### src/rtl/vga_timing_detect.sv
// VGA timing detector: measures line/frame totals and active extents from de/hsync/vsync,
// publishes them once per frame and reports lock once identical measurements repeat.
module vga_timing_detect #(
  parameter int unsigned CNT_W       = 12,
  parameter int unsigned LOCK_FRAMES = 2
) (
  input  logic             clk,
  input  logic             rst_n,
  input  logic             de,
  input  logic             hsync,
  input  logic             vsync,
  output logic             de_o,
  output logic [CNT_W-1:0] pix_x,
  output logic [CNT_W-1:0] pix_y,
  output logic [CNT_W-1:0] h_total,
  output logic [CNT_W-1:0] h_active,
  output logic [CNT_W-1:0] v_total,
  output logic [CNT_W-1:0] v_active,
  output logic             meas_valid,
  output logic             locked
);

  localparam logic [CNT_W-1:0] CntMax      = {CNT_W{1'b1}};
  localparam int unsigned      StabW       = (LOCK_FRAMES > 1) ? $clog2(LOCK_FRAMES + 1) : 1;
  // A run of LOCK_FRAMES identical measurements contains LOCK_FRAMES-1 matches.
  localparam logic [StabW-1:0] LockMatches = StabW'(LOCK_FRAMES - 1);

  typedef enum logic [1:0] {StSearch, StTrack, StLocked} state_e;

  function automatic logic [CNT_W-1:0] sat_inc(input logic [CNT_W-1:0] v, input logic inc);
    return (inc && (v != CntMax)) ? v + CNT_W'(1) : v;
  endfunction

  logic de_r, hs_r, vs_r, de_q, hs_q, vs_q;
  logic hs_fall, vs_fall, de_fall;

  logic [CNT_W-1:0] lc_q, lc_d, ac_q, ac_d, vl_q, vl_d, va_q, va_d;
  logic [CNT_W-1:0] line_total_q, line_total_d, line_active_q, line_active_d;
  logic [CNT_W-1:0] h_total_q, h_total_d, h_active_q, h_active_d;
  logic [CNT_W-1:0] v_total_q, v_total_d, v_active_q, v_active_d;
  logic [CNT_W-1:0] v_total_new, v_active_new;
  logic             meas_valid_q, meas_match, timing_lost;
  logic [StabW-1:0] stab_q, stab_d;
  state_e           state_q, state_d;

  always_comb begin
    hs_fall = hs_q & ~hs_r;
    vs_fall = vs_q & ~vs_r;
    de_fall = de_q & ~de_r;

    lc_d          = hs_fall ? '0 : sat_inc(lc_q, 1'b1);
    line_total_d  = hs_fall ? sat_inc(lc_q, 1'b1) : line_total_q;
    ac_d          = de_fall ? '0 : sat_inc(ac_q, de_r);
    line_active_d = de_fall ? ac_q : line_active_q;

    // Edges coinciding with vsync fall belong to the frame being closed.
    v_total_new  = sat_inc(vl_q, hs_fall);
    v_active_new = sat_inc(va_q, de_fall);
    vl_d         = vs_fall ? '0 : v_total_new;
    va_d         = vs_fall ? '0 : v_active_new;

    // The line closed by a coincident hsync fall is the last line of the frame.
    h_total_d  = vs_fall ? line_total_d  : h_total_q;
    h_active_d = vs_fall ? line_active_d : h_active_q;
    v_total_d  = vs_fall ? v_total_new   : v_total_q;
    v_active_d = vs_fall ? v_active_new  : v_active_q;

    meas_match = (line_total_d == h_total_q) && (line_active_d == h_active_q) &&
                 (v_total_new == v_total_q) && (v_active_new == v_active_q);
    timing_lost = (lc_q == CntMax) || (vl_q == CntMax);
  end

  always_comb begin
    state_d = state_q;
    stab_d  = stab_q;
    if (timing_lost) begin
      state_d = StSearch;
      stab_d  = '0;
    end else if (vs_fall) begin
      unique case (state_q)
        StSearch: begin
          state_d = StTrack;
          stab_d  = '0;
        end
        StTrack, StLocked: begin
          if (meas_match) begin
            if (stab_q != LockMatches) stab_d = stab_q + StabW'(1);
            if (stab_d == LockMatches) state_d = StLocked;
          end else begin
            stab_d  = '0;
            state_d = StTrack;
          end
        end
        default: begin
          state_d = StSearch;
          stab_d  = '0;
        end
      endcase
    end
  end

  always_ff @(posedge clk or negedge rst_n) begin
    if (!rst_n) begin
      de_r          <= 1'b0;
      hs_r          <= 1'b1;
      vs_r          <= 1'b1;
      de_q          <= 1'b0;
      hs_q          <= 1'b1;
      vs_q          <= 1'b1;
      lc_q          <= '0;
      ac_q          <= '0;
      vl_q          <= '0;
      va_q          <= '0;
      line_total_q  <= '0;
      line_active_q <= '0;
      h_total_q     <= '0;
      h_active_q    <= '0;
      v_total_q     <= '0;
      v_active_q    <= '0;
      meas_valid_q  <= 1'b0;
      stab_q        <= '0;
      state_q       <= StSearch;
    end else begin
      de_r          <= de;
      hs_r          <= hsync;
      vs_r          <= vsync;
      de_q          <= de_r;
      hs_q          <= hs_r;
      vs_q          <= vs_r;
      lc_q          <= lc_d;
      ac_q          <= ac_d;
      vl_q          <= vl_d;
      va_q          <= va_d;
      line_total_q  <= line_total_d;
      line_active_q <= line_active_d;
      h_total_q     <= h_total_d;
      h_active_q    <= h_active_d;
      v_total_q     <= v_total_d;
      v_active_q    <= v_active_d;
      meas_valid_q  <= vs_fall;
      stab_q        <= stab_d;
      state_q       <= state_d;
    end
  end

  assign de_o       = de_r;
  assign pix_x      = ac_q;
  assign pix_y      = va_q;
  assign h_total    = h_total_q;
  assign h_active   = h_active_q;
  assign v_total    = v_total_q;
  assign v_active   = v_active_q;
  assign meas_valid = meas_valid_q;
  assign locked     = (state_q == StLocked);

endmodule
### config.mk
export PLATFORM = sky130hd
export DESIGN_NAME = vga_timing_detect
export DESIGN_NICKNAME = d
export VERILOG_FILES = /design/src/rtl/vga_timing_detect.sv
export SDC_FILE = /design/constraint.sdc
export NUM_CORES = 1
export LEC_CHECK = 0
export BUFFER_PORTS_ARGS = -buffer_cell sky130_fd_sc_hd__buf_2
export CAP_MARGIN = 20
export CORE_MARGIN = 1.5
export CORE_UTILIZATION = 45
export CTS_BUF_LIST = sky130_fd_sc_hd__clkbuf_2 sky130_fd_sc_hd__clkbuf_4 sky130_fd_sc_hd__clkbuf_8
export CTS_CLUSTER_DIAMETER = 50
export DETAILED_ROUTE_END_ITERATION = 16
export GPL_TIMING_DRIVEN = 1
export PLACE_DENSITY = 0.65
export SLEW_MARGIN = 20
export SYNTH_ARGS = -nofsm -noshare
export SYNTH_HDL_FRONTEND = slang
export SYNTH_SLANG_ARGS = --single-unit
### constraint.sdc
create_clock -name clk -period 5.4 [get_ports clk]
set_input_delay 1.08 -clock clk [delete_from_list [all_inputs] [get_ports clk]]
set_output_delay 1.08 -clock clk [all_outputs]
set_load 0.05 [all_outputs]
==> run metrics <==
Critical R2R Capture=state_q[0]$_DFFE_PN0P_; Fmax=0.2641 GHz; ys flop type=dfrtp_1; Avg Synthesized Cell Area=around 9.2 sq um; DRT Pass-1 Iters=6; register area share after synthesis=47.08%; core area=15,150 sq um; worst-path cell with the longest stage delay=nor2b_1; # rows=45; final max-slew violation count=0; Worst Setup Start Kind=register; die height=127.5 microns; period utilisation layout=between 70 and 80%; Reg2Reg Depth=10; post-synthesis net count=770; Worst IR Drop VDD=approximately 0.18 mV; worst endpoint data arrival time=between 4 and 5 ns; leakage=between 0.003 and 0.004 uW; CTS root buf=clkbuf_8; Syn Inst Count=758; Hold Vio Cnt, Final=0; Synth Warn #=0; Routed Antenna Nets=0; Buf/Inv on CP=1; Worst R2R Start=de_o$_DFF_PN0_; CP Max Fanout=15; Reg power frac=43.7%; Comb pwr share=21.0%; CTS Sinks=131; port bufs=79; gpl congestion=0.8513; antenna violations before repair=1; sw power=approximately 880 uW; GRT Util Overall=24.32%; P_int=1791 uW; via/cell ratio=5.813; post-CTS setup buffers=0; die footprint=between 15,000 and 20,000 sq um; Longest Clk Path Bufs=2; CTS tree=yes; final setup TNS=0 ns; Vias=around 6,000; TritonCTS Buffers=17; post-DP HPWL=13,490 microns; first-pass GRT wire length=around 30,000 microns; clock power share=35.3%; drt drc=0; Starting Density=46.04%; Critical Path Max Stage Delay=0.82 ns; GRT overflow=0; status=complete, no violations; final cell utilization of the core=a little over half; cell area after synthesis=around 7000 sq um; Worst Tran Pin Value=1.023 ns; CP top delay family=simple AND/OR/NAND/NOR gates; min Tclk post-route=3.787 ns; CP Capture Type=register; post-synthesis register bit count=around 130; RSZ-0062 raised after global routing=no; die extent in x=~130 microns; Critical Path End=state_q[0]$_DFFE_PN0P_; Setup crit start=de_o$_DFF_PN0_; max_slew headroom=31.47%; nets=833; Unique masters post-synth=77; sw frac=32.94%; share of post-route cells with drive strength above 1=16.19%; asr flop ratio synth=100.0%; Max Cap Violations=0; Post-synth EDFFs=0; final setup violating endpoints=0; Iteration-0 DRC Markers=481; Worst Path Required=5.75 ns; routed wire length=18,940 microns; Syn-to-layout area delta=13.74%; Tightest Hold Check Type=reg -> reg; IO Count=80; PD cells=336.7 nW/um^2; CTS H-tree depth=4; largest net degree at the start of global routing=90; clock-pin slew on the worst setup and hold paths=0.07 ns; number of global-route vias before repair=5,694; Setup Crit Path Kind=reg -> reg; WP depth=10; critical path, cell by cell=nor2b_1 -> buf_4 -> mux2i_1 -> xnor2_1 -> a2111oi_2 -> o221ai_1 -> or4_4 -> nor2_4 -> nand4_1 -> a41o_1; wire per inst=approximately 19 microns; Clk Latency, worst-skew pair=around 0.46 ns; Post-CTS Hold Fix Bufs=0; # resized after CTS=0; Clock Skew=0.01178 ns; flop-to-flop setup slack=1.61 ns
-- cells in the mapped netlist, drive strengths merged, types with 3 or more instances --
| library cell | n | area [sq um] |
|---|---|---|
| or3 | 5 | 31.28 |
| a2111oi | 4 | 41.29 |
| o2111ai | 4 | 35.03 |
| a31oi | 9 | 56.30 |
| and2 | 10 | 62.56 |
| dfrtp | 127 | 3178 |
| nand2b | 12 | 82.58 |
| a211oi | 4 | 30.03 |
| and4 | 7 | 61.31 |
| buf | 10 | 58.80 |
| inv | 24 | 90.09 |
| mux2i | 18 | 192.7 |
| nor3 | 18 | 95.09 |
| a311oi | 3 | 26.28 |
| nor2b | 7 | 43.79 |
| nand2 | 113 | 424.2 |
| o21ai | 69 | 345.3 |
| and3 | 15 | 98.84 |
| dfstp | 4 | 105.1 |
| a21o | 3 | 22.52 |
| xnor2 | 34 | 297.8 |
| nand4b | 5 | 43.79 |
| xor2 | 24 | 210.2 |
| o2111a | 3 | 33.78 |
| nand3 | 27 | 135.1 |
| a21oi | 12 | 60.06 |
| nand4 | 20 | 125.1 |
| ha | 7 | 87.58 |
| clkbuf | 30 | 113.9 |
| nor4 | 5 | 31.28 |
| o32ai | 4 | 35.03 |
| nor2 | 73 | 281.5 |
| o31ai | 3 | 27.52 |
-- cell families (layout without fill, tap and decap cells) --
family                     count (synthesis)  in the layout  share of synthesized area [%]
xor gates and xnor gates                  59             59                          7.608
muxes                                     20             20                          3.086
DFF                                      131            131                          47.08
other                                      0              1                              0
adders and majority gates                  7              7                          1.256
buffers and inverters                     65            141                          3.822
AOI/OAI and AO/OA                        147            147                          13.92
and+or+nand+nor                          329            329                          23.22
-- through the flow --
| stage | std cells | setup slack (ns) | hold slack (ns) | power [uW] | cell area (sq um) |
|---|---|---|---|---|---|
| floorplan | 758 | 2.271 | 0.3506 | 1567 | 6973 |
| global placement | 990 | 1.729 | 0.3533 | 1728 | 7480 |
| detailed placement | 990 | 1.615 | 0.3545 | 1741 | 7480 |
| CTS | 1022 | 1.596 | 0.3648 | 2679 | 7929 |
| global route | 1022 | 1.318 | 0.3717 | 2789 | 7929 |
| finish | 1023 | 1.613 | 0.3632 | 2670 | 7931 |
-- how the worst min path moves through the flow --
| stage | from | endpoint | slack [ns] | cells past startpoint |
|---|---|---|---|---|
| 4_1_cts | vs_r$_DFF_PN1_ | vs_q$_DFF_PN1_ | 0.36 | 0 |
| 5_1_grt | vs_r$_DFF_PN1_ | vs_q$_DFF_PN1_ | 0.37 | 0 |
| 6_report | vs_r$_DFF_PN1_ | vs_q$_DFF_PN1_ | 0.36 | 0 |
| 3_3_place_gp | vs_r$_DFF_PN1_ | vs_q$_DFF_PN1_ | 0.35 | 0 |
| 2_1_floorplan | vs_r$_DFF_PN1_ | vs_q$_DFF_PN1_ | 0.35 | 0 |
| 3_5_place_dp | vs_r$_DFF_PN1_ | vs_q$_DFF_PN1_ | 0.35 | 0 |
-- worst reg2reg max path, delay by kind of cell (launching register included) --
kind,cells,cell delay [ns]
mux,1,0.32
flops,1,0.49
buf+inv,1,0.32
compound gates,3,0.76
xor+xnor,1,0.14
simple gates,4,1.66
-- cell usage in the layout, fill, tap and decap left out, types with 9 or more instances in the layout --
cell type and n:
a21oi_1 12, a31oi_1 9, and2_1 9, and3_1 14, buf_2 78, clkbuf_8 21
dfrtp_1 127, inv_1 24, mux2i_1 17, nand2_1 113, nand2b_1 10, nand3_1 27
nand4_1 20, nor2_1 72, nor3_1 17, o21ai_0 68, xnor2_1 34, xor2_1 24
-- per-layer routing --
metal  global-route usage, %  wire [microns]  part of all wire (%)  vias to the layer above
li1                        -               -                     -                     2811
met1                   31.69            8209                    43                     2889
met2                   38.70            9089                    48                      209
met3                   6.575            1170                   6.2                       38
met4                   9.559             475                   2.5                        0
met5                       0               0                     0                        -
-- power groups by stage --
| stage | Clock, uW | Combinational [uW] | Sequential (uW) |
|---|---|---|---|
| detailed placement | 0 | 558 | 1180 |
| finish | 942 | 561 | 1170 |
| CTS | 952 | 561 | 1170 |
| global route | 1000 | 608 | 1180 |
| global placement | 0 | 550 | 1180 |
| floorplan | 0 | 275 | 1290 |
-- layout make-up --
| cell class | instances | area [sq um] |
|---|---|---|
| well taps | 188 | 235.2 |
| flip-flops and latches | 131 | 3283 |
| clock inverters | 10 | 152.6 |
| diodes | 1 | 2.502 |
| multi-input cells | 562 | 3428 |
| clock buffers | 22 | 296.5 |
| inverters | 25 | 93.84 |
| fillers | 1420 | 7214 |
| repair buffers | 84 | 439.2 |
No activity file was read; power rests on OpenSTA's default activity.
